$ cat config.mk
export PLATFORM = sky130hd
export DESIGN_NAME = sar_out_buffer
export DESIGN_NICKNAME = d
export VERILOG_FILES = /design/src/rtl/sar_out_pkg.sv /design/src/rtl/sar_sync_edge.sv /design/src/rtl/sar_out_buffer.sv
export SDC_FILE = /design/constraint.sdc
export NUM_CORES = 1
export LEC_CHECK = 0
export ABC_CLOCK_PERIOD_IN_PS = 5760
export BUFFER_PORTS_ARGS = -buffer_cell sky130_fd_sc_hd__buf_2
export CAP_MARGIN = 20
export CORE_MARGIN = 2
export CORE_UTILIZATION = 45
export DETAILED_ROUTE_END_ITERATION = 16
export PLACE_DENSITY_LB_ADDON = 0.05
export SLEW_MARGIN = 30
export SYNTH_ARGS = -nofsm -noshare
export SYNTH_HDL_FRONTEND = slang
export SYNTH_SLANG_ARGS = --single-unit
$ cat constraint.sdc
create_clock -name CKS -period 5.76 [get_ports CKS]
set_clock_uncertainty 0.2 [all_clocks]
set_input_delay 0.576 -clock CKS [delete_from_list [all_inputs] [get_ports CKS]]
set_output_delay 0.576 -clock CKS [all_outputs]
set_load 0.05 [all_outputs]
$ cat src/rtl/sar_out_pkg.sv
// Shared defaults and helpers for the SAR output buffer.
//   SAR_WIDTH    : default SAR result width in bits
//   SAR_DEPTH    : default output FIFO depth (power of two, >= 2)
//   SAR_AVG_LOG2 : default log2 of the averaging block length (0 = off)
//   clog2()      : ceiling log2, usable in constant expressions
package sar_out_pkg;

    localparam int SAR_WIDTH    = 9;
    localparam int SAR_DEPTH    = 4;
    localparam int SAR_AVG_LOG2 = 2;

    function automatic int clog2(input int value);
        int r;
        r = 0;
        while ((1 << r) < value) r++;
        return r;
    endfunction

endpackage

$ cat src/rtl/sar_sync_edge.sv
// Two-flop synchronizer followed by a rising-edge pulse generator.
//   clk   : destination clock
//   rst_n : asynchronous active-low reset
//   d     : asynchronous level input
//   pulse : one-cycle pulse after each synchronized rising edge of d
// The history flop resets to 1 and is held at 1 until the synchronizer has
// refilled from the live input, so a level that is already high when reset
// is released never produces a pulse.
module sar_sync_edge (
    input  logic clk,
    input  logic rst_n,
    input  logic d,
    output logic pulse
);

    logic       ff1;
    logic       ff2;
    logic       hist;
    logic [1:0] prime;  // fills with ones: ff2 carries the real input once prime[1] is set

    always_ff @(posedge clk or negedge rst_n) begin
        if (!rst_n) begin
            ff1   <= 1'b0;
            ff2   <= 1'b0;
            hist  <= 1'b1;
            prime <= 2'b00;
        end else begin
            ff1   <= d;
            ff2   <= ff1;
            prime <= {prime[0], 1'b1};
            hist  <= prime[1] ? ff2 : 1'b1;
        end
    end

    assign pulse = ff2 & ~hist;

endmodule

$ cat src/rtl/sar_out_buffer.sv
// SAR result capture, optional block averaging and first-word-fall-through
// output FIFO.
//   CKS        : system clock (rising edge)
//   EN         : asynchronous active-low reset
//   FINAL      : conversion-done flag, asynchronous to CKS
//   SWP        : SAR result, index 0 is MSB
//   AVG_EN     : averaging mode request, taken at block boundaries
//   RD_READY   : consumer accepts the head entry
//   CLR_OVF    : clears the overflow flag
//   CKO        : FINAL AND CKS, combinational
//   DATA       : FIFO head entry, index 0 is MSB
//   DATA_VALID : FIFO non-empty
//   LEVEL      : FIFO occupancy
//   OVF        : sticky flag, a sample was dropped
// Read handshake: an entry is popped on a rising edge where DATA_VALID and
// RD_READY are both 1; DATA shows the next entry from the following cycle.
module sar_out_buffer
    import sar_out_pkg::*;
#(
    parameter int WIDTH    = SAR_WIDTH,
    parameter int DEPTH    = SAR_DEPTH,
    parameter int AVG_LOG2 = SAR_AVG_LOG2
) (
    input  logic                      CKS,
    input  logic                      EN,
    input  logic                      FINAL,
    input  logic [0:WIDTH-1]          SWP,
    input  logic                      AVG_EN,
    input  logic                      RD_READY,
    input  logic                      CLR_OVF,
    output logic                      CKO,
    output logic [0:WIDTH-1]          DATA,
    output logic                      DATA_VALID,
    output logic [clog2(DEPTH+1)-1:0] LEVEL,
    output logic                      OVF
);

    localparam int PW = clog2(DEPTH);
    localparam int LW = clog2(DEPTH + 1);
    localparam int AW = WIDTH + AVG_LOG2;
    localparam int CW = (AVG_LOG2 > 0) ? AVG_LOG2 : 1;
    localparam logic [CW-1:0] CNT_LAST = CW'((1 << AVG_LOG2) - 1);
    localparam logic [LW-1:0] LVL_FULL = LW'(DEPTH);
    localparam logic          AVG_ON   = (AVG_LOG2 > 0);

    logic             cap;
    logic [WIDTH-1:0] sample;
    logic [AW-1:0]    acc;
    logic [AW-1:0]    sum;
    logic [CW-1:0]    cnt;
    logic             avg_mode;
    logic             use_avg;
    logic             push;
    logic [WIDTH-1:0] push_data;
    logic             full;
    logic             pop;
    logic             push_ok;
    logic             ovf_evt;
    logic [WIDTH-1:0] mem [DEPTH];
    logic [PW-1:0]    wr_ptr;
    logic [PW-1:0]    rd_ptr;
    logic [PW-1:0]    rd_next;
    logic [LW-1:0]    level;
    logic [LW-1:0]    level_next;
    logic [WIDTH-1:0] data_q;
    logic             ovf_q;

    sar_sync_edge u_sync (
        .clk   (CKS),
        .rst_n (EN),
        .d     (FINAL),
        .pulse (cap)
    );

    assign sample = SWP;

    // Mid-block the mode is the latched one; at a block boundary the live
    // request applies directly so the first sample of a block is not lost.
    assign use_avg = AVG_ON && ((cnt == '0) ? AVG_EN : avg_mode);
    assign sum     = acc + AW'(sample);

    always_comb begin
        push      = 1'b0;
        push_data = sample;
        if (cap) begin
            if (use_avg) begin
                push      = (cnt == CNT_LAST);
                push_data = WIDTH'(sum >> AVG_LOG2);
            end else begin
                push = 1'b1;
            end
        end
    end

    assign full    = (level == LVL_FULL);
    assign pop     = DATA_VALID & RD_READY;
    assign push_ok = push & (~full | pop);
    assign ovf_evt = push & full & ~pop;
    assign rd_next = rd_ptr + PW'(1);

    always_comb begin
        level_next = level;
        case ({push_ok, pop})
            2'b10:   level_next = level + LW'(1);
            2'b01:   level_next = level - LW'(1);
            default: level_next = level;
        endcase
    end

    // Storage carries no reset; only entries below LEVEL are ever observed.
    always_ff @(posedge CKS) begin
        if (push_ok) mem[wr_ptr] <= push_data;
    end

    always_ff @(posedge CKS or negedge EN) begin
        if (!EN) begin
            acc      <= '0;
            cnt      <= '0;
            avg_mode <= 1'b0;
            wr_ptr   <= '0;
            rd_ptr   <= '0;
            level    <= '0;
            data_q   <= '0;
            ovf_q    <= 1'b0;
        end else begin
            if (cnt == '0) avg_mode <= AVG_EN & AVG_ON;

            if (cap && use_avg) begin
                if (cnt == CNT_LAST) begin
                    acc <= '0;
                    cnt <= '0;
                end else begin
                    acc <= sum;
                    cnt <= cnt + CW'(1);
                end
            end

            if (push_ok) wr_ptr <= wr_ptr + PW'(1);
            if (pop)     rd_ptr <= rd_next;
            level <= level_next;

            // Registered head: refilled on pop, or loaded when pushing into
            // an empty FIFO; otherwise it holds its last value.
            if (pop) begin
                if (level == LW'(1)) begin
                    if (push_ok) data_q <= push_data;
                end else begin
                    data_q <= mem[rd_next];
                end
            end else if (push_ok && level == '0) begin
                data_q <= push_data;
            end

            if (ovf_evt)      ovf_q <= 1'b1;
            else if (CLR_OVF) ovf_q <= 1'b0;
        end
    end

    assign CKO        = FINAL & CKS;
    assign DATA       = data_q;
    assign DATA_VALID = (level != '0);
    assign LEVEL      = level;
    assign OVF        = ovf_q;

endmodule

Word level (Yosys, flattened, before mapping)
Memories as Yosys holds them, arrays and structs flattened.
Cells that the tools add are included.

storage, ports and cells
  output and inout bits = 15
  input bits = 15
  memory bits (writable) = 36
  register bits after elaboration = 36
  word-level logic and storage cells = 61
  memories = 1

memory list
  memory  words  bits a word  rd ports  clocked after memory_dff  wr ports  RTL line              text
  mem     4      9            1         0                         1         sar_out_buffer.sv:59  logic [WIDTH-1:0] mem [DEPTH];

cells by class
  equality and inequality tests = 6
  muxes and demuxes = 17
  add/sub/neg operators = 6
  reductions and logical operators = 9
  bitwise logic cells = 10

operator list
  operator             number
  $mux 9               6
  $add 11x9->11        1
  $mux 11              1
  $mux 1               8
  $add 2x1->2 const B  3
  $and 1x1->1          6
  $pmux 3 s2           1
  $reduce_bool 2->1    3
  $eq 2x2->1 const B   2
  $add 3x1->3 const B  1
  $eq 3x1->1 const B   1
  $eq 3x3->1 const B   1
  $logic_not 3->1      1
  $ne 3x3->1 const B   1
  $not 1->1            3
  $reduce_bool 3->1    1
  $sub 3x1->3 const B  1
  $eq 2x1->1 const B   1
  $logic_and 1x1->1    2
  $logic_not 2->1      1
  $mux 2               1
  $reduce_and 2->1     1
  $or 1x1->1           1

Depth between registers and ports, before layout
  word-level depth = 8
  depth in mapped cells = 10
  depth with buffers taken out = 8

Cells and area by module
From an unflattened synthesis, not the netlist that was laid out.

second synthesis, totals
  cells, all modules = 306
  area, all modules = 3,671.0 um^2

modules (own cells, without submodules)
  module          times used  cells an instance  sequential area each (um^2)  area an instance (um^2)
  sar_out_buffer  1           298                1,856.8                      3,520.9
  sar_sync_edge   1           8                  126.4                        150.1

==> key figures <==
Global routing
  • Largest net degree at the start of global routing: 40
  • Initial antenna violation count: 0
  • Total grt overflow: 0
  • Gr usage total: between 20% and 30%
  • Number of global-route vias before repair: 2,704
  • First-pass GRT wire length: around 14 mm

Die
  • Die W: 95.8 µm
  • Num rows: 33
  • Die Y: 95.8 µm
  • Initial Util: 46.4%
  • Ports: 30
  • Die ar.: 9180 µm²
  • Core box area: slightly above 8000 µm²

Detailed routing
  • Pre-antenna DRT Iters: 4
  • Drc violations: 0
  • Routed via count: 2,748
  • Routed WL: 8.92 mm
  • DR WL/cell: 18.9 µm
  • First DRT Iteration DRCs: between 150 and 200
  • Via density: roughly 5.8
  • ANT nets after route: 0

Yosys
  • Post-synth EDFFs: 36
  • Post-synth ARST share: approximately 50%
  • Post-synth top area share: 28.5%
  • Mapped Cells: 328
  • Main combinational cell family by area after synthesis: compound AO/OA/AOI/OAI gates
  • Area contributors post-synth: edfxtp_1, dfrtp_1, ha_1, mux4_2, nand2_1
  • Synth Area in Simple Gates: 12.0%
  • YS warnings: 0
  • Post-synth cell types: 66
  • Synthesis-stage register bit count: approximately 70
  • Sequential element share of the synthesized area: 52.3%
  • Prevailing post-synth register cell: edfxtp_1
  • Synthesized area: 3790 µm²
  • Post-synthesis xor/xnor area fraction: 1.85%
  • Mux contribution to synthesized area: between 6 and 7%
  • Synth Net Count: 363
  • Post-synth top area cell: edfxtp_1
  • Synth Area in Compound Gates: 17.4%
  • Syn avg cell area: 11.6 µm²
  • Post-synthesis adder-cell area fraction: about 6.8%

Power and ir drop
  • Pleak: 1.75 nW
  • Pwr dens: 400 nW/µm²
  • Power Internal: 1.02 mW
  • Clk pwr share: 25.5%
  • Max VDD drop: 0.000262 V
  • Total power: 1.69 mW
  • Comb power frac: 33.2%
  • Switch share: 39.5%
  • Switch Pwr: 0.670 mW
  • Flop pwr share: around two fifths

Run status
  • Status: complete, no violations

Place
  • Port bufs: 29
  • Placed inst area: about 4000 µm²
  • Gpl congestion: 0.848
  • Post-DP HPWL: 6.01 mm
  • Dpl cells: around 450
  • Setup WS pre-CTS: 1.80 ns

Clock tree
  • CTS tree: yes
  • Worst skew pair latency: 0.45 ns
  • Worst-path clk slew: 0.08 ns
  • Post-CTS resize count: 0

Timing
  • Final Max Tran Viols: 0
  • Final WS setup: about 1.6 ns
  • Final setup viols: 0
  • Fin Hold WS: 0.0447 ns
  • Relative slew slack: 43.4%
  • RSZ-0062 raised after global routing: false
  • Worst-Margin Slew: 0.848 ns
  • Final setup TNS: 0 ns
  • Hold Fails Final Rpt: 0

Layout
  • Nets: 397
  • Area grow syn2layout: 11.7%
  • Commonest cells after routing, fill and taps aside: nand2_1, edfxtp_1, dfrtp_1
  • Commonest non-fill, non-tap cell in the layout: nand2_1
  • FF+latch area: 1980 µm²
  • Share of cells above drive strength 1: about a fifth
  • Post-route cell area: ~4200 µm²
  • Footprint of the multi-input gates: around 1700 µm²
  • Diodes inserted: 0
  • # fillers: 741
  • Final Util: between 50% and 60%
  • Non-Filler Instances: 472

Critical path
  • Crit path kind: clock port to primary output
  • Crit path launch type: clock port
  • WP data required: 4.98 ns
  • Crit. End Element: primary output
  • Critical Path AT: 3.42 ns
  • CP Max Fanout: 2

Hold path
  • Hold crit path type: input pin to flip-flop

Run
  • Number of max-cap violations: 0
==> repair_timing <==
item / 4_1_cts / 5_1_grt
setup buffers: 0 / 0
endpoints found under the hold margin: 0 / 35
hold buffers: 0 / 1
==> synth_stat cells, types with 3 or more instances <==
cell type / count
o31ai_1: 4
buf_2: 3
ha_1: 19
mux4_2: 8
nand3_1: 9
dfrtp_1: 35
nor2_1: 18
nand2_1: 37
and2_1: 8
a21oi_1: 11
nor3_1: 8
or3_1: 4
a211oi_1: 3
clkbuf_1: 6
a31oi_1: 5
inv_1: 13
edfxtp_1: 36
a21o_1: 5
xnor2_1: 7
o21ai_0: 27
a221o_1: 4
o21a_1: 4
==> registers in the layout, indices dropped and copies added, names as in the netlist <==
name / count
DATA: 9
LEVEL: 3
OVF: 1
acc: 11
avg_mode: 1
cnt: 2
mem: 36
rd_ptr: 2
u_sync.ff1: 1
u_sync.ff2: 1
u_sync.hist: 1
u_sync.prime: 2
wr_ptr: 2
==> cells by family after synthesis <==
logic type	count (synthesis)
flip-flops	72
AND/OR/NAND/NOR	96
adder cells (fa/ha/maj)	20
multiplexers	11
XOR/XNOR	8
other	1
AO/OA/AOI/OAI	93
buffers and inverters	27
==> routing by layer <==
layer | up-vias | wire length (µm) | global-route usage (%) | share of wire, %
met5 | - | 0 | 0 | 0
met4 | 0 | 200 | 9.40 | 2.2
met3 | 15 | 312 | 4.86 | 3.5
met2 | 70 | 4290 | 34.4 | 48
met1 | 1360 | 4110 | 28.4 | 46
li1 | 1303 | - | - | -
==> layout make-up <==
type	instances	area share (%)
clock inverter	6	1.06
timing repair buffer	32	4.13
inverter	14	1.24
sequential	72	46.8
clock buffer	14	4.10
tap	105	3.10
multi-input combinational	229	39.6
==> power groups by stage <==
stage          clock [mW]  sequential (mW)  combinational, mW
6_report            0.432            0.700              0.563
5_1_grt             0.469            0.715              0.609
4_1_cts             0.445            0.703              0.565
3_5_place_dp       0.0197            0.713              0.561
2_1_floorplan      0.0166            0.807              0.324
3_3_place_gp       0.0197            0.710              0.561
==> worst paths after layout <==
kind | startpoint | to | slack, ns | cells after the start
min in group asynchronous | EN | acc[9] | 0.43 | 2
worst min register to register | u_sync.prime[0] | u_sync.prime[1] | 0.15 | 0
max in group asynchronous | EN | u_sync.hist | 4.55 | 2
worst max register to register | cnt[0] | mem[1][7] | 2.79 | 9
worst max-delay path | CKS | CKO | 1.56 | 4
worst min-delay path | FINAL | u_sync.ff1 | 0.04 | 1
==> critical path, stage by stage <==
cell      delay, ns
clkbuf_8       0.11
clkbuf_8       0.12
and2_1         0.12
buf_2          0.20
(Power assumes the default switching activity.)
